<file path="src/rtl/ieee_fp_seq_multiplier_if.sv">
// Handshake bus for ieee_fp_seq_multiplier: operand channel (in_valid/in_ready,
// a, b) and result channel (out_valid/out_ready, result, flags).
interface ieee_fp_seq_multiplier_if #(
    parameter int EXP_W = 8,
    parameter int MAN_W = 23
);
    localparam int W = 1 + EXP_W + MAN_W;

    logic         in_valid;
    logic         in_ready;
    logic [W-1:0] a;
    logic [W-1:0] b;
    logic         out_valid;
    logic         out_ready;
    logic [W-1:0] result;
    logic [2:0]   flags;

    // Producer/consumer side of the multiplier
    modport master (
        output in_valid, a, b, out_ready,
        input  in_ready, out_valid, result, flags
    );

    // The multiplier itself
    modport slave (
        input  in_valid, a, b, out_ready,
        output in_ready, out_valid, result, flags
    );
endinterface

</file>
<file path="src/rtl/ieee_fp_seq_multiplier.sv">
// Multi-cycle IEEE-754 multiplier: radix-2 shift-add significand product,
// single-cycle normalise/round, DAZ on inputs and flush-to-zero on outputs.
// Optional macro IEEE_MUL_RNE_EN selects round-to-nearest-even; without it
// the result is truncated (round toward zero). Latency is the same in both.
module ieee_fp_seq_multiplier #(
    parameter int EXP_W = 8,
    parameter int MAN_W = 23
) (
    input logic                     clk,
    input logic                     rst_n,
    ieee_fp_seq_multiplier_if.slave bus
);
    localparam int W  = 1 + EXP_W + MAN_W;
    localparam int N  = MAN_W + 1;
    localparam int PW = 2 * N;
    localparam int EW = EXP_W + 2;
    localparam int CW = $clog2(N);

    localparam logic signed [EW-1:0] BIAS  = EW'((1 << (EXP_W - 1)) - 1);
    localparam logic signed [EW-1:0] EMAX  = EW'((1 << EXP_W) - 1);
    localparam logic signed [EW-1:0] EZERO = '0;

    typedef enum logic [1:0] {IDLE, MUL, NORM, DONE} state_t;

    state_t                 state, state_n;
    logic                   sign_r;
    logic signed [EW-1:0]   exp_r;
    logic [PW-1:0]          acc;
    logic [PW-1:0]          mcand;
    logic [N-1:0]           mplier;
    logic [CW-1:0]          cnt;
    logic [W-1:0]           res_r;
    logic [2:0]             flags_r;

    logic                   sa, sb;
    logic [EXP_W-1:0]       ea, eb;
    logic [MAN_W-1:0]       fa, fb;
    logic                   a_nan, b_nan, a_inf, b_inf, a_zero, b_zero;
    logic                   spec_hit;
    logic [W-1:0]           spec_res;
    logic [2:0]             spec_flags;

    logic [PW-2:0]          sh;
    logic [MAN_W-1:0]       frac_t;
    logic [MAN_W-1:0]       frac_rnd;
    logic                   guard, sticky, inc, carry;
    logic signed [EW-1:0]   exp_f;
    logic [W-1:0]           norm_res;
    logic [2:0]             norm_flags;

    assign {sa, ea, fa} = bus.a;
    assign {sb, eb, fb} = bus.b;

    assign a_zero = ~|ea;
    assign b_zero = ~|eb;
    assign a_nan  = (&ea) &  (|fa);
    assign b_nan  = (&eb) &  (|fb);
    assign a_inf  = (&ea) & ~(|fa);
    assign b_inf  = (&eb) & ~(|fb);

    // Special-operand classification (subnormals already count as zero)
    always_comb begin
        spec_hit   = 1'b0;
        spec_res   = '0;
        spec_flags = '0;
        if (a_nan || b_nan || (a_inf && b_zero) || (b_inf && a_zero)) begin
            spec_hit   = 1'b1;
            spec_res   = {1'b0, {EXP_W{1'b1}}, 1'b1, {(MAN_W-1){1'b0}}};
            spec_flags = 3'b100;
        end else if (a_inf || b_inf) begin
            spec_hit = 1'b1;
            spec_res = {sa ^ sb, {EXP_W{1'b1}}, {MAN_W{1'b0}}};
        end else if (a_zero || b_zero) begin
            spec_hit = 1'b1;
            spec_res = {sa ^ sb, {(W-1){1'b0}}};
        end
    end

    // Normalise the product: the leading one is dropped, leaving fraction,
    // guard and sticky in fixed positions
    always_comb begin
        sh     = acc[PW-1] ? acc[PW-2:0] : {acc[PW-3:0], 1'b0};
        frac_t = sh[PW-2 -: MAN_W];
        guard  = sh[N-1];
        sticky = |sh[N-2:0];
    end

`ifdef IEEE_MUL_RNE_EN
    assign inc = guard & (sticky | frac_t[0]);
`else
    logic unused_round;
    assign inc          = 1'b0;
    assign unused_round = guard ^ sticky;
`endif

    // Round, apply exponent adjustments and range checks
    always_comb begin
        {carry, frac_rnd} = {1'b0, frac_t} + {{MAN_W{1'b0}}, inc};
        exp_f      = exp_r + {{(EW-1){1'b0}}, acc[PW-1]} + {{(EW-1){1'b0}}, carry};
        norm_res   = {sign_r, exp_f[EXP_W-1:0], frac_rnd};
        norm_flags = '0;
        if (exp_f >= EMAX) begin
            norm_res   = {sign_r, {EXP_W{1'b1}}, {MAN_W{1'b0}}};
            norm_flags = 3'b010;
        end else if (exp_f <= EZERO) begin
            norm_res   = {sign_r, {(W-1){1'b0}}};
            norm_flags = 3'b001;
        end
    end

    // State register
    always_ff @(posedge clk or negedge rst_n) begin
        if (!rst_n) state <= IDLE;
        else        state <= state_n;
    end

    // Next-state and handshake outputs
    always_comb begin
        state_n       = state;
        bus.in_ready  = 1'b0;
        bus.out_valid = 1'b0;
        case (state)
            IDLE: begin
                bus.in_ready = 1'b1;
                if (bus.in_valid) state_n = spec_hit ? DONE : MUL;
            end
            MUL:  if (cnt == CW'(N - 1)) state_n = NORM;
            NORM: state_n = DONE;
            DONE: begin
                bus.out_valid = 1'b1;
                if (bus.out_ready) state_n = IDLE;
            end
            default: state_n = IDLE;
        endcase
    end

    // Datapath: operand capture, shift-add iterations and result registers
    always_ff @(posedge clk or negedge rst_n) begin
        if (!rst_n) begin
            sign_r  <= 1'b0;
            exp_r   <= '0;
            acc     <= '0;
            mcand   <= '0;
            mplier  <= '0;
            cnt     <= '0;
            res_r   <= '0;
            flags_r <= '0;
        end else begin
            case (state)
                IDLE: if (bus.in_valid) begin
                    sign_r <= sa ^ sb;
                    if (spec_hit) begin
                        res_r   <= spec_res;
                        flags_r <= spec_flags;
                    end else begin
                        mcand  <= PW'({1'b1, fa});
                        mplier <= {1'b1, fb};
                        acc    <= '0;
                        cnt    <= '0;
                        exp_r  <= $signed({2'b00, ea}) + $signed({2'b00, eb}) - BIAS;
                    end
                end
                MUL: begin
                    if (mplier[0]) acc <= acc + mcand;
                    mcand  <= mcand << 1;
                    mplier <= mplier >> 1;
                    cnt    <= cnt + CW'(1);
                end
                NORM: begin
                    res_r   <= norm_res;
                    flags_r <= norm_flags;
                end
                default: ;
            endcase
        end
    end

    assign bus.result = res_r;
    assign bus.flags  = flags_r;
endmodule

</file>
<file path="src/flat_wrapper.sv">
// flat-port wrapper written by rule: the top's interface ports become plain ports
module ieee_fp_seq_multiplier_flat 
#(
    parameter int EXP_W = 8,
    parameter int MAN_W = 23
)
  (clk, rst_n, bus_in_valid, bus_a, bus_b, bus_out_ready, bus_in_ready, bus_out_valid, bus_result, bus_flags);
  ieee_fp_seq_multiplier_if #(.EXP_W(EXP_W), .MAN_W(MAN_W)) bus_i ();
  input logic clk;
  input logic rst_n;
  input wire logic [$bits(bus_i.in_valid)-1:0] bus_in_valid;
  input wire logic [$bits(bus_i.a)-1:0] bus_a;
  input wire logic [$bits(bus_i.b)-1:0] bus_b;
  input wire logic [$bits(bus_i.out_ready)-1:0] bus_out_ready;
  output wire logic [$bits(bus_i.in_ready)-1:0] bus_in_ready;
  output wire logic [$bits(bus_i.out_valid)-1:0] bus_out_valid;
  output wire logic [$bits(bus_i.result)-1:0] bus_result;
  output wire logic [$bits(bus_i.flags)-1:0] bus_flags;
  assign bus_i.in_valid = bus_in_valid;
  assign bus_i.a = bus_a;
  assign bus_i.b = bus_b;
  assign bus_i.out_ready = bus_out_ready;
  assign bus_in_ready = bus_i.in_ready;
  assign bus_out_valid = bus_i.out_valid;
  assign bus_result = bus_i.result;
  assign bus_flags = bus_i.flags;
  ieee_fp_seq_multiplier #(.EXP_W(EXP_W), .MAN_W(MAN_W)) u_core (.clk(clk), .rst_n(rst_n), .bus(bus_i));
endmodule
</file>
<file path="config.mk">
export PLATFORM = sky130hd
export DESIGN_NAME = ieee_fp_seq_multiplier_flat
export DESIGN_NICKNAME = d
export VERILOG_FILES = /design/src/rtl/ieee_fp_seq_multiplier_if.sv /design/src/rtl/ieee_fp_seq_multiplier.sv /design/src/flat_wrapper.sv
export SDC_FILE = /design/constraint.sdc
export NUM_CORES = 1
export LEC_CHECK = 0
export CAP_MARGIN = 20
export CORE_MARGIN = 3
export CORE_UTILIZATION = 30
export DETAILED_ROUTE_END_ITERATION = 10
export PLACE_DENSITY = 0.6
export SYNTH_ARGS = -nofsm -noshare
export SYNTH_HDL_FRONTEND = slang
export SYNTH_SLANG_ARGS = --single-unit
export TNS_END_PERCENT = 50
</file>
<file path="constraint.sdc">
create_clock -name clk -period 2.8 [get_ports clk]
set_input_delay 0.28 -clock clk [delete_from_list [all_inputs] [get_ports clk]]
set_output_delay 0.28 -clock clk [all_outputs]
set_load 0.1 [all_outputs]
</file>
==> flow_summary.ini, run 1 <==
[clocking]
cts_tree = built
cts_made_buffers = 17
tritoncts_num_sinks = 173
clockRootBuffer = sky130_fd_sc_hd__clkbuf_16
clock_latency_on_the_worst_skew_pair_ns = 0.44
clock_path_buffers = 2
cts-htree-levels = 4
worst_setup_hold_path_clk_slew_ns = 0.07

[die]
full_die_area_sq_mm = 0.0388
die_x_microns = 197
placement_rows = 69
chipHeight_microns = 197
initial_core_util = 0.306
num_io_pins = 105
core_region_area_sq_mm = 0.0357

[setup_path]
reg2reg_end = u_core.acc[46]$_DFFE_PN0P_
timing.critical_path.slowest_stage_cell = sky130_fd_sc_hd__dfrtp_1
worst_setup_path_end = u_core.acc[46]$_DFFE_PN0P_
slowest_delay_ns = 0.38
r2r-start = u_core.mcand[0]$_DFFE_PN0P_
critical_path.endpoint_type = register
cp_common_cell = sky130_fd_sc_hd__a221o_1
timing.critical_path.from_type = register
timing.critical_path.fanout_max = 3
cp_cell_sequence = ha_2 -> fa_2 -> a211oi_4 -> o21bai_1 -> a21oi_2 -> o211a_4 -> o21bai_4 -> o21ai_1 -> and2b_2 -> o21ai_2 -> a221o_1 -> a221o_1
reg_to_reg_setup_timing_slack_ns = -0.01
critical_path_arrival_ns = 3.13
required_ns = 3.12
type_of_the_worst_setup_path = register to register
setup.worst_path.start = u_core.mcand[0]$_DFFE_PN0P_
rr_worst_depth = 12

[global_route]
grt_start_max_net_pins = 91
grt_pass1_vias = 9650
grt.overflow.total = 0
grt_pass1_wl_microns = 49600
groute.usage.overall = 0.156
grt_antenna_before_repair = 0

[power_and_ir_drop]
ir_drop_uv = 580
p_leak_nw = 6.43
power_dens_cells_mw_per_mm2 = 918

[layout]
layout.nets = 1573
fin_util = 0.396
mostFrequentLayoutCell = sky130_fd_sc_hd__nand2_1
layout.cells.most_common_list = sky130_fd_sc_hd__nand2_1, sky130_fd_sc_hd__dfrtp_1, sky130_fd_sc_hd__buf_4, sky130_fd_sc_hd__o21ai_0
post_route_cells_drive_above_1_share = 0.181
antenna-diode-count = 0
layout_overhead_on_the_synthesized_area_pct = 29.4

[route]
routed-via-count = 9635
detail_route.vias_per_cell = 5.04
drt_iter0_markers = 641
first_pass_iters = 5
final_antenna_net_count = 0
finalWirelength_microns = 29800
post-route-drc-count = 0
detail_route.wl_per_cell_microns = 15.6

[sta]
grt_setup_unrepaired = true
drv_slew = 0
final.hold.worst_slack_ns = 0.390
finalHoldViolations = 0
finalWorstSetupSlack_ns = -0.0113
finalCritPeriodShare = 1.00
fin_worst_skew_ns = 0.0111
maxSlewHeadroom = 0.455
report.final.setup_viol = 1
max_clock_freq_mhz = 356
worst_pin_slew_ns = 0.817
post-route-min-period_ns = 2.81

[placed_design]
port_buffers = 104
globalplace.congestion = 0.894
detailed_place_hpwl_microns = 22700
pre_cts_ws_ns = -0.567

[flow_run]
timing.max_cap.violations = 0

[yosys]
synth-edff-count = 0
synth.yosys.seq_area_share = 0.396
ys.warnings.count = 0
syn-instance-count = 1255
avg_inst_size_synth_sq_um = 8.72
netlist_area_sq_mm = 0.0109
synthArstFlopShare = 1.00
syn_nets = 1388
ys.flop_type = sky130_fd_sc_hd__dfrtp_1
ys_seq_elements = 173
synthDistinctLibCells = 70

[hold_path]
min-delay-path-class = input pin to async pin

[status]
failed_checks = negative setup slack
run_status = finished, violations left
## synthesized netlist by cell type, drive strengths merged (26+ instances only)
cell type | n | share of area
o21ai | 127 | 0.059
o31ai | 37 | 0.026
clkbuf | 52 | 0.018
mux2i | 72 | 0.066
nor2 | 49 | 0.017
a21oi | 82 | 0.038
xor2 | 26 | 0.021
inv | 28 | 0.0096
nand3 | 52 | 0.024
a21o | 28 | 0.019
ha | 63 | 0.072
xnor2 | 42 | 0.034
nand2 | 243 | 0.084
dfrtp | 173 | 0.40
## layer usage
metal	up-vias	track usage	share of wire
li1	4842	-	-
met1	4607	0.221	0.49
met2	165	0.249	0.46
met5	-	0	0
met3	21	0.0256	0.035
met4	0	0.0383	0.011
## cell type report
| class | count | area, sq um |
|---|---|---|
| multi-input cells | 978 | 6490 |
| fillers | 3641 | 21600 |
| flip-flops and latches | 173 | 4330 |
| clock inverters | 13 | 133 |
| repair buffers | 242 | 2080 |
| well taps | 461 | 577 |
| inverters | 28 | 105 |
| clock buffers | 18 | 439 |
## stage by stage
stage | cells | total power [mW] | instance area [sq um] | TNS, ns
after floorplan | 1255 | 8.19 | 11000 | -0.0236
after global placement | 1876 | 10.3 | 13300 | -5.40
after detailed placement | 1876 | 10.4 | 13300 | -5.67
after CTS | 1912 | 12.9 | 14000 | -0.0627
after global routing | 1913 | 14.0 | 14200 | -1.14
final | 1913 | 13.0 | 14200 | -0.0113
## power by group
group	internal [mW]	switching, mW
Sequential	3.19	0.558
Combinational	2.61	4.29
Clock	1.26	1.08
Total	7.06	5.93
## how the worst min path moves through the flow
| stage | end | slack (ns) | depth (start not counted) |
|---|---|---|---|
| detailed placement | u_core.bus.result[6]$_DFFE_PN0P_ | 0.31 | 1 |
| finish | u_core.bus.result[7]$_DFFE_PN0P_ | 0.39 | 2 |
| global placement | u_core.bus.result[6]$_DFFE_PN0P_ | 0.30 | 1 |
| floorplan | u_core.acc[0]$_DFFE_PN0P_ | -0.02 | 0 |
| global route | u_core.bus.result[6]$_DFFE_PN0P_ | 0.44 | 2 |
| CTS | u_core.bus.result[6]$_DFFE_PN0P_ | 0.43 | 2 |
## flip-flops by register name, indices dropped and copies added (netlist names)
register and count:
u_core.acc 48, u_core.bus.flags 3, u_core.bus.result 32, u_core.cnt 5
u_core.exp_r 10, u_core.mcand 48, u_core.mplier 24, u_core.sign_r 1
u_core.state 2
## kinds of logic after synthesis
| kind of cell | Yosys count | synth area share |
|---|---|---|
| xor+xnor | 68 | 0.0544 |
| flops | 173 | 0.396 |
| simple gates | 428 | 0.174 |
| compound gates | 344 | 0.195 |
| fa+ha+maj | 65 | 0.0757 |
| buf+inv | 104 | 0.0382 |
| mux | 73 | 0.0669 |
## repair_timing
item | CTS | global route
hold endpoints to repair | 56 | 0
pin swaps | 13 | 16
resized for setup | 11 | 34
setup buffers | 4 | 2
hold buffers | 1 | 0
endpoints found under the setup margin | 17 | 22
## critical path: cells and delay by family (launching register included)
| family | cells | cell delay [ns] |
|---|---|---|
| adder cells (fa/ha/maj) | 2 | 0.57 |
| AO/OA/AOI/OAI | 9 | 1.59 |
| flip-flops | 1 | 0.38 |
| AND/OR/NAND/NOR | 1 | 0.16 |
(Power assumes the default switching activity.)
==> run 2, diff against run 1 <==
--- a/config.mk
+++ b/config.mk
@@ -9,6 +9,7 @@
 export CORE_MARGIN = 3
 export CORE_UTILIZATION = 30
 export DETAILED_ROUTE_END_ITERATION = 10
+export GPL_ROUTABILITY_DRIVEN = 0
 export PLACE_DENSITY = 0.6
 export SYNTH_ARGS = -nofsm -noshare
 export SYNTH_HDL_FRONTEND = slang
==> results of run 2 <==
No change in the layout: final DEF, timing and power equal those of run 1.
==> run 3, diff against run 2 <==
--- a/config.mk
+++ b/config.mk
@@ -10,7 +10,8 @@
 export CORE_UTILIZATION = 30
 export DETAILED_ROUTE_END_ITERATION = 10
 export GPL_ROUTABILITY_DRIVEN = 0
-export PLACE_DENSITY = 0.6
+export PLACE_DENSITY_LB_ADDON = 0.12
+export REMOVE_ABC_BUFFERS = 1
 export SYNTH_ARGS = -nofsm -noshare
 export SYNTH_HDL_FRONTEND = slang
 export SYNTH_SLANG_ARGS = --single-unit
==> run 3 against run 2 <==
The run now ends clean. Power grew 1.6%. Largest power group unchanged. Count of clock-buffer cells in the layout up 2. Critical endpoint unchanged. Critical path depth did not move. Largest cell class unchanged. Wire length increased by 3.4%. Critical path type unchanged. Non-clock buffer count fell by 10. Hold slack improved by 0.042 ns. Die area unchanged. Combinational power about the same. Maximum frequency rose by 0.52%.
==> flow_summary.ini, run 3 (synthesis gave the netlist of run 1 again) <==
[clocking]
cts_made_buffers = 17
cts_tree = built
tritoncts_num_sinks = 173
clock_path_buffers = 2
clock_latency_on_the_worst_skew_pair_ns = 0.45
worst_setup_hold_path_clk_slew_ns = 0.07
cts-htree-levels = 4
clockRootBuffer = sky130_fd_sc_hd__clkbuf_16

[setup_path]
r2r-start = u_core.acc[0]$_DFFE_PN0P_
rr_worst_depth = 12
setup.worst_path.start = u_core.acc[0]$_DFFE_PN0P_
timing.critical_path.from_type = register
cp_common_cell = sky130_fd_sc_hd__a221o_1
slowest_delay_ns = 0.39
reg_to_reg_setup_timing_slack_ns = 0.003
timing.critical_path.fanout_max = 3
cp.depth = 12
timing.critical_path.slowest_stage_cell = sky130_fd_sc_hd__dfrtp_1
reg2reg_end = u_core.acc[46]$_DFFE_PN0P_
critical_path.endpoint_type = register
critical_path_buf_inv_count = 0
cp_cell_sequence = ha_2 -> fa_2 -> a211oi_4 -> o21bai_1 -> a21oi_2 -> o211a_4 -> o21bai_4 -> o21ai_1 -> and2b_2 -> o21ai_2 -> a221o_1 -> a221o_1
type_of_the_worst_setup_path = register to register
cpLargestDelayFamily = compound AO/OA/AOI/OAI gates
worst_setup_path_end = u_core.acc[46]$_DFFE_PN0P_
critical_path_arrival_ns = 3.13
required_ns = 3.13

[sta]
finalCritPeriodShare = 0.999
fin_worst_skew_ns = 0.0105
maxSlewHeadroom = 0.509
finalWorstSetupSlack_ns = 0.00306
worst_pin_slew_ns = 0.737
report.final.setup_viol = 0
finalHoldViolations = 0
grt_setup_unrepaired = true
max_clock_freq_mhz = 358
post-route-min-period_ns = 2.80
drv_slew = 0

[placed_design]
port_buffers = 104
detailed_place_hpwl_microns = 23000
pre_cts_ws_ns = -0.242

[status]
run_status = finished clean

[route]
first_pass_iters = 5
final_antenna_net_count = 0
drt_iter0_markers = 438
detail_route.wl_per_cell_microns = 16.2
post-route-drc-count = 0
routed-via-count = 9484
detail_route.vias_per_cell = 4.98
finalWirelength_microns = 30900

[layout]
layout.nets = 1563
fin_util = 0.393
mostFrequentLayoutCell = sky130_fd_sc_hd__nand2_1
antenna-diode-count = 0
layout.cells.most_common_list = sky130_fd_sc_hd__nand2_1, sky130_fd_sc_hd__dfrtp_1, sky130_fd_sc_hd__buf_4, sky130_fd_sc_hd__o21ai_0, sky130_fd_sc_hd__a21oi_1
layout_overhead_on_the_synthesized_area_pct = 28.5
post_route_cells_drive_above_1_share = 0.168
layout.filler_cells = 3720
final-seq-area_sq_mm = 0.00433
multi_input_comb_area_sq_mm = 0.00640

[global_route]
grt.overflow.total = 0
grt_pass1_wl_microns = 51500
grt_start_max_net_pins = 83
grt_pass1_vias = 9675
groute.usage.overall = 0.163
grt_antenna_before_repair = 0

[flow_run]
timing.max_cap.violations = 0

[die]
full_die_area_sq_mm = 0.0388
die_x_microns = 197
chipHeight_microns = 197
core_region_area_sq_mm = 0.0357
placement_rows = 69
num_io_pins = 105
initial_core_util = 0.306

[power_and_ir_drop]
p_leak_nw = 6.40
power_dens_cells_mw_per_mm2 = 939
ir_drop_uv = 734

[hold_path]
min-delay-path-class = input pin to async pin
==> run 3: cell types whose count changed in the layout (fill, tap and decap cells not counted), sizes merged <==
cell,previous run,this run
buf,175,165
bufinv,1,3
clkbuf,18,20
clkinv,5,2
clkinvlp,2,5
inv,33,30
==> run 3: timing repair <==
action,in CTS,in global routing
gates resized for setup,9,20
hold endpoints to repair,69,0
endpoints found under the setup margin,12,17
pin swaps,17,8
hold buffers,1,0
setup buffers,3,1
==> run 3: cell type report <==
cell class | count | area share
Tap cell | 461 | 0.0410
Inverter | 28 | 0.00747
Clock buffer | 20 | 0.0332
Clock inverter | 12 | 0.0113
Timing Repair Buffer | 232 | 0.144
Multi-Input combinational cell | 978 | 0.455
Sequential cell | 173 | 0.308
==> run 3: metrics by stage <==
stage	total power, mW	hold WS, ns	area, sq um	setup TNS [ns]	instances
2_1_floorplan	7.93	-0.0156	10600	-363.99	1179
3_3_place_gp	10.5	0.372	13200	-1.36	1867
3_5_place_dp	10.6	0.366	13200	-1.96	1867
4_1_cts	13.3	0.456	13900	-0.0553	1903
5_1_grt	14.3	0.491	14100	-0.471	1904
6_report	13.2	0.432	14100	0	1904
==> run 3: power by group <==
part / switching [mW] / internal [mW]
Clock: 1.10 / 1.48
Sequential: 0.529 / 3.19
Combinational: 4.29 / 2.61
Total: 5.92 / 7.28
==> run 3: per-layer routing <==
layer | wire (microns) | vias to the layer above | share of wire | track usage
li1 | - | 4826 | - | -
met1 | 15600 | 4517 | 0.50 | 0.228
met2 | 14300 | 118 | 0.46 | 0.268
met3 | 655 | 23 | 0.021 | 0.0232
met4 | 374 | 0 | 0.012 | 0.0420
met5 | 0 | - | 0 | 0
==> run 3: worst min path at each step <==
stage / endpoint / depth (start not counted) / start
global route: u_core.bus.result[18]$_DFFE_PN0P_ / 2 / rst_n
CTS: u_core.bus.result[18]$_DFFE_PN0P_ / 2 / rst_n
finish: u_core.bus.result[19]$_DFFE_PN0P_ / 2 / rst_n
global placement: u_core.bus.result[18]$_DFFE_PN0P_ / 1 / rst_n
detailed placement: u_core.bus.result[18]$_DFFE_PN0P_ / 1 / rst_n
floorplan: u_core.acc[0]$_DFFE_PN0P_ / 0 / rst_n
